==> src/rtl/cdb_broadcast.sv <==
// Four-source, two-lane common data bus: per-source result FIFOs with round-robin lane grants.
// Define CDB_BYPASS_EN to let a result arriving at an empty FIFO compete for a lane in the same cycle.
module cdb_broadcast #(
  parameter int FIFO_DEPTH = 2
) (
  input  logic              clk,
  input  logic              rst,
  input  logic              flush,
  input  logic [3:0]        fu_valid,
  output logic [3:0]        fu_ready,
  input  logic [3:0][5:0]   fu_pd_idx,
  input  logic [3:0][4:0]   fu_rd_idx,
  input  logic [3:0][3:0]   fu_rob_idx,
  input  logic [3:0][31:0]  fu_value,
  output logic [1:0]        cdb_valid,
  output logic [1:0][5:0]   cdb_pd_s,
  output logic [1:0][31:0]  cdb_pd_v,
  output logic [1:0][3:0]   cdb_rob_idx,
  output logic [1:0][4:0]   cdb_rd_idx
);

  localparam int PW = $clog2(FIFO_DEPTH);
  localparam int CW = PW + 1;

  typedef struct packed {
    logic [5:0]  pd;
    logic [4:0]  rd;
    logic [3:0]  rob;
    logic [31:0] val;
  } res_t;

  res_t          mem_q [4][FIFO_DEPTH];
  res_t          mem_d [4][FIFO_DEPTH];
  logic [PW-1:0] rd_ptr_q [4];
  logic [PW-1:0] rd_ptr_d [4];
  logic [PW-1:0] wr_ptr_q [4];
  logic [PW-1:0] wr_ptr_d [4];
  logic [CW-1:0] cnt_q [4];
  logic [CW-1:0] cnt_d [4];
  logic [1:0]    rr_q, rr_d;
  logic [1:0]    val_q, val_d;
  res_t          lane_q [2];
  res_t          lane_d [2];

  res_t       inc [4];
  res_t       head [4];
  logic [3:0] acc, req, byp, grant, push, pop;
  logic       found0, found1;
  logic [1:0] g0, g1;

  always_comb begin
    for (int i = 0; i < 4; i++) begin
      fu_ready[i] = cnt_q[i] < CW'(FIFO_DEPTH);
    end
  end

  always_comb begin
    mem_d     = mem_q;
    rd_ptr_d  = rd_ptr_q;
    wr_ptr_d  = wr_ptr_q;
    cnt_d     = cnt_q;
    rr_d      = rr_q;
    val_d     = '0;
    lane_d[0] = '0;
    lane_d[1] = '0;
    found0    = 1'b0;
    found1    = 1'b0;
    g0        = '0;
    g1        = '0;
    grant     = '0;
    push      = '0;
    pop       = '0;

    for (int i = 0; i < 4; i++) begin
      inc[i]  = {fu_pd_idx[i], fu_rd_idx[i],
                 fu_rob_idx[i], fu_value[i]};
      acc[i]  = fu_valid[i] & fu_ready[i] & ~flush;
      head[i] = mem_q[i][rd_ptr_q[i]];
      req[i]  = (cnt_q[i] != '0) & ~flush;
      byp[i]  = 1'b0;
`ifdef CDB_BYPASS_EN
      if (cnt_q[i] == '0 && acc[i]
          && inc[i].pd != '0) begin
        req[i]  = 1'b1;
        byp[i]  = 1'b1;
        head[i] = inc[i];
      end
`endif
    end

    // lane 0 scans from rr; lane 1 resumes just past lane 0's winner
    for (int k = 0; k < 4; k++) begin
      logic [1:0] s;
      s = rr_q + 2'(k);
      if (!found0 && req[s]) begin
        found0 = 1'b1;
        g0     = s;
      end
    end
    for (int k = 1; k < 4; k++) begin
      logic [1:0] s;
      s = g0 + 2'(k);
      if (found0 && !found1 && req[s]) begin
        found1 = 1'b1;
        g1     = s;
      end
    end

    if (found0) begin
      grant[g0] = 1'b1;
      val_d[0]  = 1'b1;
      lane_d[0] = head[g0];
      rr_d      = g0 + 2'd1;
    end
    if (found1) begin
      grant[g1] = 1'b1;
      val_d[1]  = 1'b1;
      lane_d[1] = head[g1];
      rr_d      = g1 + 2'd1;
    end

    for (int i = 0; i < 4; i++) begin
      pop[i]  = grant[i] & ~byp[i];
      push[i] = acc[i] & (inc[i].pd != '0)
              & ~(grant[i] & byp[i]);
      if (push[i]) begin
        mem_d[i][wr_ptr_q[i]] = inc[i];
        wr_ptr_d[i] = wr_ptr_q[i] + PW'(1);
      end
      if (pop[i]) begin
        rd_ptr_d[i] = rd_ptr_q[i] + PW'(1);
      end
      cnt_d[i] = cnt_q[i] + CW'(push[i])
               - CW'(pop[i]);
    end

    if (flush) begin
      for (int i = 0; i < 4; i++) begin
        rd_ptr_d[i] = '0;
        wr_ptr_d[i] = '0;
        cnt_d[i]    = '0;
      end
      rr_d      = '0;
      val_d     = '0;
      lane_d[0] = '0;
      lane_d[1] = '0;
    end
  end

  always_ff @(posedge clk or negedge rst) begin
    if (!rst) begin
      for (int i = 0; i < 4; i++) begin
        rd_ptr_q[i] <= '0;
        wr_ptr_q[i] <= '0;
        cnt_q[i]    <= '0;
        for (int j = 0; j < FIFO_DEPTH; j++) begin
          mem_q[i][j] <= '0;
        end
      end
      rr_q      <= '0;
      val_q     <= '0;
      lane_q[0] <= '0;
      lane_q[1] <= '0;
    end else begin
      mem_q    <= mem_d;
      rd_ptr_q <= rd_ptr_d;
      wr_ptr_q <= wr_ptr_d;
      cnt_q    <= cnt_d;
      rr_q     <= rr_d;
      val_q    <= val_d;
      lane_q   <= lane_d;
    end
  end

  always_comb begin
    cdb_valid = val_q;
    for (int l = 0; l < 2; l++) begin
      cdb_pd_s[l]    = lane_q[l].pd;
      cdb_rd_idx[l]  = lane_q[l].rd;
      cdb_rob_idx[l] = lane_q[l].rob;
      cdb_pd_v[l]    = lane_q[l].val;
    end
  end

endmodule

==> config.mk <==
export PLATFORM = sky130hd
export DESIGN_NAME = cdb_broadcast
export DESIGN_NICKNAME = d
export VERILOG_FILES = /design/src/rtl/cdb_broadcast.sv
export SDC_FILE = /design/constraint.sdc
export NUM_CORES = 1
export LEC_CHECK = 0
export ABC_AREA = 1
export CAP_MARGIN = 20
export CORE_MARGIN = 2
export CORE_UTILIZATION = 56
export DETAILED_ROUTE_END_ITERATION = 7
export GPL_TIMING_DRIVEN = 0
export PLACE_DENSITY = 0.81
export RECOVER_POWER = 50
export SKIP_CTS_REPAIR_TIMING = 1
export SLEW_MARGIN = 25
export SYNTH_ARGS = -nofsm -noshare
export SYNTH_HDL_FRONTEND = slang
export SYNTH_SLANG_ARGS = --single-unit
==> constraint.sdc <==
create_clock -name clk -period 5.16 [get_ports clk]
set_input_delay 1.548 -clock clk [delete_from_list [all_inputs] [get_ports clk]]
set_output_delay 1.548 -clock clk [all_outputs]
set_load 0.02 [all_outputs]
==> results of run 1 <==
[worst min-delay path, cell delays in order (launching register included)]
cell,delay [ps]
dfrtp_1,340
nand2_1,50
o21ai_0,60
[layer usage]
layer  vias up  track usage (%)  wire length, µm
met5         -                0                0
met3       228             9.06             9300
met1     10700             53.2            33400
met4         0             20.9             5210
met2      1376             60.9            38700
li1       9653                -                -
[registers in the layout, summed over array words and instances (netlist names)]
signal and count:
cdb_pd_s 12, cdb_pd_v 64, cdb_rd_idx 10, cdb_rob_idx 8, cdb_valid 2, cnt_q 8, mem_q 376, rd_ptr_q 4
rr_q 2, wr_ptr_q 4
[how the worst max path moves through the flow]
stage	endpoint	cells past startpoint
3_3_place_gp	cdb_pd_v[16]	1
6_report	cnt_q[1]	30
3_5_place_dp	cnt_q[5]	29
4_1_cts	cnt_q[5]	29
5_1_grt	cnt_q[5]	30
2_1_floorplan	cnt_q[1]	30
[cells in the final DEF, fill, tap and decap left out, types with 3 or more instances in the layout]
cell type        count
mux2_2              94
buf_2               22
buf_6               11
a211oi_1            34
or2_2                4
clkinv_2             4
dfrtp_1            490
clkbuf_4             3
xor2_1               4
o21ai_0            370
o21ai_1             27
nand2_2              8
clkbuf_16           52
clkbuf_8            13
inv_4                3
mux2i_1             47
inv_1              210
clkbuf_1           142
a21oi_1             19
ha_1                16
buf_1               19
nand2_4              4
bufinv_16            5
a311oi_1            47
nor4_1               4
nand2_1            856
clkdlybuf4s50_1    256
buf_4                8
dlygate4sd3_1       36
xnor2_1              5
nor2_1             191
inv_2               11
nand3_1            131
[logic make-up after synthesis]
logic type	after synthesis	synth area share, %
xor+xnor	10	0.408
flops	490	52.6
simple gates	1206	20.4
fa+ha+maj	16	0.859
compound gates	499	11.9
mux	141	6.56
buf+inv	416	7.23
[stage by stage]
step	instance area (µm²)	TNS (ps)	cells	setup WS [ps]	hold WS (ps)
finish	28800	0	3701	207	480
global route	28800	-21.2	3701	-14.2	498
CTS	28800	-18380	3699	-1070	482
detailed placement	27100	-55890	3609	-1650	467
global placement	26900	-8805850	3604	-17910	461
floorplan	23300	0	2778	168	448
[layout make-up]
class	instances	area, µm²
Clock inverter	14	219
Fill cell	3204	12100
Buffer	190	860
Inverter	225	852
Sequential cell	490	12300
Multi-Input combinational cell	1872	9390
Tap cell	532	666
Timing Repair Buffer	302	3040
Clock buffer	76	1520
==> results.py, run 1 <==
metrics = {
    "outcome": {
        "run_status": "finished with violations",
        "violations": "design-rule violations, max-capacitance violations, max-slew violations",
    },
    "yosys": {
        "synth_top_area_share_pct": 52.6,
        "syn-num-nets": 2989,
        "syn_inst": 2778,
        "ys_types": 34,
        "yosysTopAreaCell": "dfrtp_1",
        "ys_warn_count": 0,
        "synth_top_cells_by_area": "dfrtp_1 (53%), nand2_1 (14%), o21ai_0 (7.9%), mux2_2 (4.5%), inv_1 (3.4%)",
        "yosysMostFrequentCell": "nand2_1",
        "ys_seq_area_share_pct": 52.6,
        "ys_ff_latch": 490,
        "avgSynthCellArea_um2": 8.39,
        "ys_async_sr_fraction_pct": 100,
        "ys.flop_type": "dfrtp_1",
        "synth_common_cells": "nand2_1 (861), dfrtp_1 (490), o21ai_0 (369), inv_1 (210), nor2_1 (191)",
        "synth_edf_count": 0,
        "syn_area_um2": 23300,
    },
    "clock_tree": {
        "h-tree-depth": 2,
        "cts_buffers": 51,
        "cts_tree": "done",
        "clk_path_buf_depth": 3,
        "path_clk_slew_ps": 60,
        "numClockSinks": 490,
        "clock_latency_ps": 620,
        "root_buffer": "clkbuf_16",
    },
    "drt": {
        "vias": 21900,
        "drtIter0Drc": 2677,
        "drc": 2,
        "post_drt_wl_per_cell_um": 23.4,
        "via_per_inst": 5.93,
        "antenna_left": 0,
        "wl_um": 86600,
        "drt_pass1_iterations": 8,
    },
    "global_route": {
        "grt_pass1_vias": 21300,
        "grt_pass1_wl_um": 130000,
        "grt_overflow": 0,
        "track_usage_pct": 39.8,
        "grt_max_degree": 102,
        "antenna_found_initial": 0,
    },
    "worst_setup_path": {
        "startpoint": "flush",
        "r2r_start": "rr_q[0]",
        "cp_max_fo": 11,
        "cp-end-kind": "flip-flop",
        "critPathMaxStageDelay_ps": 300,
        "cp_top_family": "simple AND/OR/NAND/NOR gates",
        "critPathBufInv": 10,
        "r2r_cells": 29,
        "arrival_ps": 5420,
        "cp.required_ps": 5620,
        "r2r-end": "cnt_q[1]",
        "worst-r2r-setup-slack_ps": 740,
        "setup.worst_path.start_class": "primary input",
        "criticalPathCategory": "in -> reg",
        "worst_path_max_delay_cell": "ha_1",
    },
    "timing": {
        "worst_pin_slew_ps": 2600,
        "post-route-min-period_ps": 4950,
        "relSlewSlack_pct": -73.4,
        "fin_crit_sh_pct": 96.0,
        "maxSlewViolCount": 43,
        "fin_skew_ps": 21.8,
        "finalSetupViolCount": 0,
        "hold_violations": 0,
        "fmax_ghz": 0.202,
    },
    "floorplan": {
        "start_util_pct": 56.9,
        "rows": 74,
        "die_w_um": 208,
        "die_h_um": 208,
        "io_pins": 295,
        "core_area_um2": 40900,
        "dieArea_um2": 43300,
    },
    "place": {
        "numPortBuffers": 294,
        "gp_congestion": 1.01,
        "dpl.hpwl_um": 65500,
    },
    "worst_hold_path": {
        "hold_start": "mem_q[290]",
        "whs_endpoint": "mem_q[290]",
        "min_path_type": "reg -> reg",
        "whs_path_depth": 2,
    },
    "finish": {
        "antenna_cells": 0,
        "postLayoutCoreUtil_pct": 70.4,
        "num-nets-final": 3343,
        "syn_to_final_growth_pct": 23.6,
        "drive_gt1_share_pct": 8.20,
    },
    "flow_run": {
        "timing.max_cap.violations": 1,
    },
}
Power of run 1 is left out: the tool's default activity adds up to more than one toggle a clock period on the data nets, which glitch-free logic cannot reach.
==> run 2: changes to the inputs <==
Settings changed: CORE_UTILIZATION 56 to 50, PLACE_DENSITY 0.81 to 0.71.
==> results.py, run 2 (synthesized netlist as in run 1, its figures left out) <==
metrics = {
    "finish": {
        "antenna_cells": 0,
        "layout_commonest_cell": "nand2_1",
        "postLayoutCoreUtil_pct": 62.6,
        "layout_common_cells": "nand2_1 (856), dfrtp_1 (490), o21ai_0 (369)",
        "top_register": "mem_q",
        "num-nets-final": 3344,
        "n_fill_cell": 3959,
        "syn_to_final_growth_pct": 24.3,
        "drive_gt1_share_pct": 8.26,
        "largest_register_ffs": 376,
    },
    "drt": {
        "post_drt_wl_per_cell_um": 23.1,
        "drc": 0,
        "wl_um": 87200,
        "via_per_inst": 5.72,
        "drt-met1-wl_um": 34300,
        "drt_pass1_iterations": 7,
        "drtIter0Drc": 2496,
        "dr_wl_met2_um": 39300,
        "met3_length_um": 8460,
        "highest_layer": "met4",
        "vias": 21600,
        "antenna_left": 0,
    },
    "place": {
        "gp_congestion": 0.996,
        "numPortBuffers": 294,
        "dpl.hpwl_um": 66400,
    },
    "clock_tree": {
        "path_clk_slew_ps": 60,
        "h-tree-depth": 2,
        "clock_latency_ps": 620,
        "clk_path_buf_depth": 3,
        "root_buffer": "clkbuf_16",
        "numClockSinks": 490,
        "cts_buffers": 52,
        "cts_tree": "done",
    },
    "global_route": {
        "grt_overflow": 0,
        "antenna_found_initial": 0,
        "grt_pass1_wl_um": 128000,
        "grt_pass1_vias": 20800,
        "track_usage_pct": 36.1,
        "grt_max_degree": 99,
    },
    "worst_setup_path": {
        "critPathMaxStageDelay_ps": 330,
        "arrival_ps": 5390,
        "cp.required_ps": 5610,
        "setup.worst_path.start_class": "primary input",
        "cp_top_family": "simple AND/OR/NAND/NOR gates",
        "path_common_cell": "nand2_2",
        "cp-end-kind": "flip-flop",
        "criticalPathCategory": "in -> reg",
        "cp_max_fo": 11,
        "worst_path_max_delay_cell": "ha_1",
        "critPathBufInv": 10,
    },
    "timing": {
        "worst_pin_slew_ps": 2460,
        "hold_violations": 0,
        "maxSlewViolCount": 181,
        "relSlewSlack_pct": -64.3,
        "finalSetupViolCount": 0,
        "fin_skew_ps": 35.4,
        "fin_crit_sh_pct": 95.7,
        "post-route-min-period_ps": 4940,
        "fmax_ghz": 0.202,
    },
    "floorplan": {
        "io_pins": 295,
        "die_w_um": 220,
        "die_h_um": 220,
        "start_util_pct": 50.4,
        "core_area_um2": 46300,
        "dieArea_um2": 48300,
        "rows": 79,
    },
    "outcome": {
        "run_status": "finished with violations",
        "violations": "max-capacitance violations, max-slew violations",
    },
    "flow_run": {
        "timing.max_cap.violations": 2,
    },
    "worst_hold_path": {
        "min_path_type": "reg -> reg",
    },
}
[run 2: changes by cell type in the layout (fill, tap and decap cells not counted), moves of 2 or more]
cell             delta
clkbuf_4            -2
bufinv_16           +2
dlygate4sd3_1       +4
nand3_2             -2
clkinv_2            +3
clkdlybuf4s50_1     -4
clkbuf_2            +3
clkbuf_8            -5
[run 2: per-stage QoR]
step | instance area [µm²] | cells | hold WS, ps | setup TNS [ps] | setup slack, ps
3_5_place_dp | 27100 | 3684 | 469 | -58870 | -1700
3_3_place_gp | 27000 | 3679 | 461 | -8956240 | -18220
4_1_cts | 28900 | 3777 | 484 | -22440 | -1130
6_report | 29000 | 3779 | 484 | 0 | 220
5_1_grt | 29000 | 3779 | 499 | -0.669 | -0.669
2_1_floorplan | 23300 | 2778 | 448 | 0 | 168
[run 2: worst reg2reg max path, delay by kind of cell (launching register included)]
kind	cells	cell delay, ps
fa+ha+maj	4	980
simple gates	14	1500
buf+inv	9	980
xor+xnor	2	410
flops	1	370
[run 2: final cells by class]
class	instances	area, µm²	share of cell area [%]
timing repair buffer	302	3060	10.6
buffer	190	861	2.97
multi-input combinational	1872	9400	32.5
tap	607	759	2.62
inverter	225	852	2.94
clock buffer	73	1460	5.04
clock inverter	20	302	1.04
sequential	490	12300	42.3
[run 2: final timing paths]
path | start | to | slack, ps | cells past startpoint
max in group asynchronous | rst | cdb_pd_v[11] | 1370 | 4
max reg2reg | rr_q[0] | cnt_q[1] | 800 | 29
min | mem_q[359] | mem_q[359] | 480 | 2
max | flush | cnt_q[1] | 220 | 30
min reg2reg | mem_q[359] | mem_q[359] | 480 | 2
min in group asynchronous | rst | mem_q[169] | 910 | 1
[run 2: routing by layer]
layer,up-vias,global-route usage (%)
met1,10500,48.3
met5,-,0
met4,0,19.8
li1,9665,-
met3,208,6.80
met2,1214,55.7
Power of run 2 is left out for the same reason.
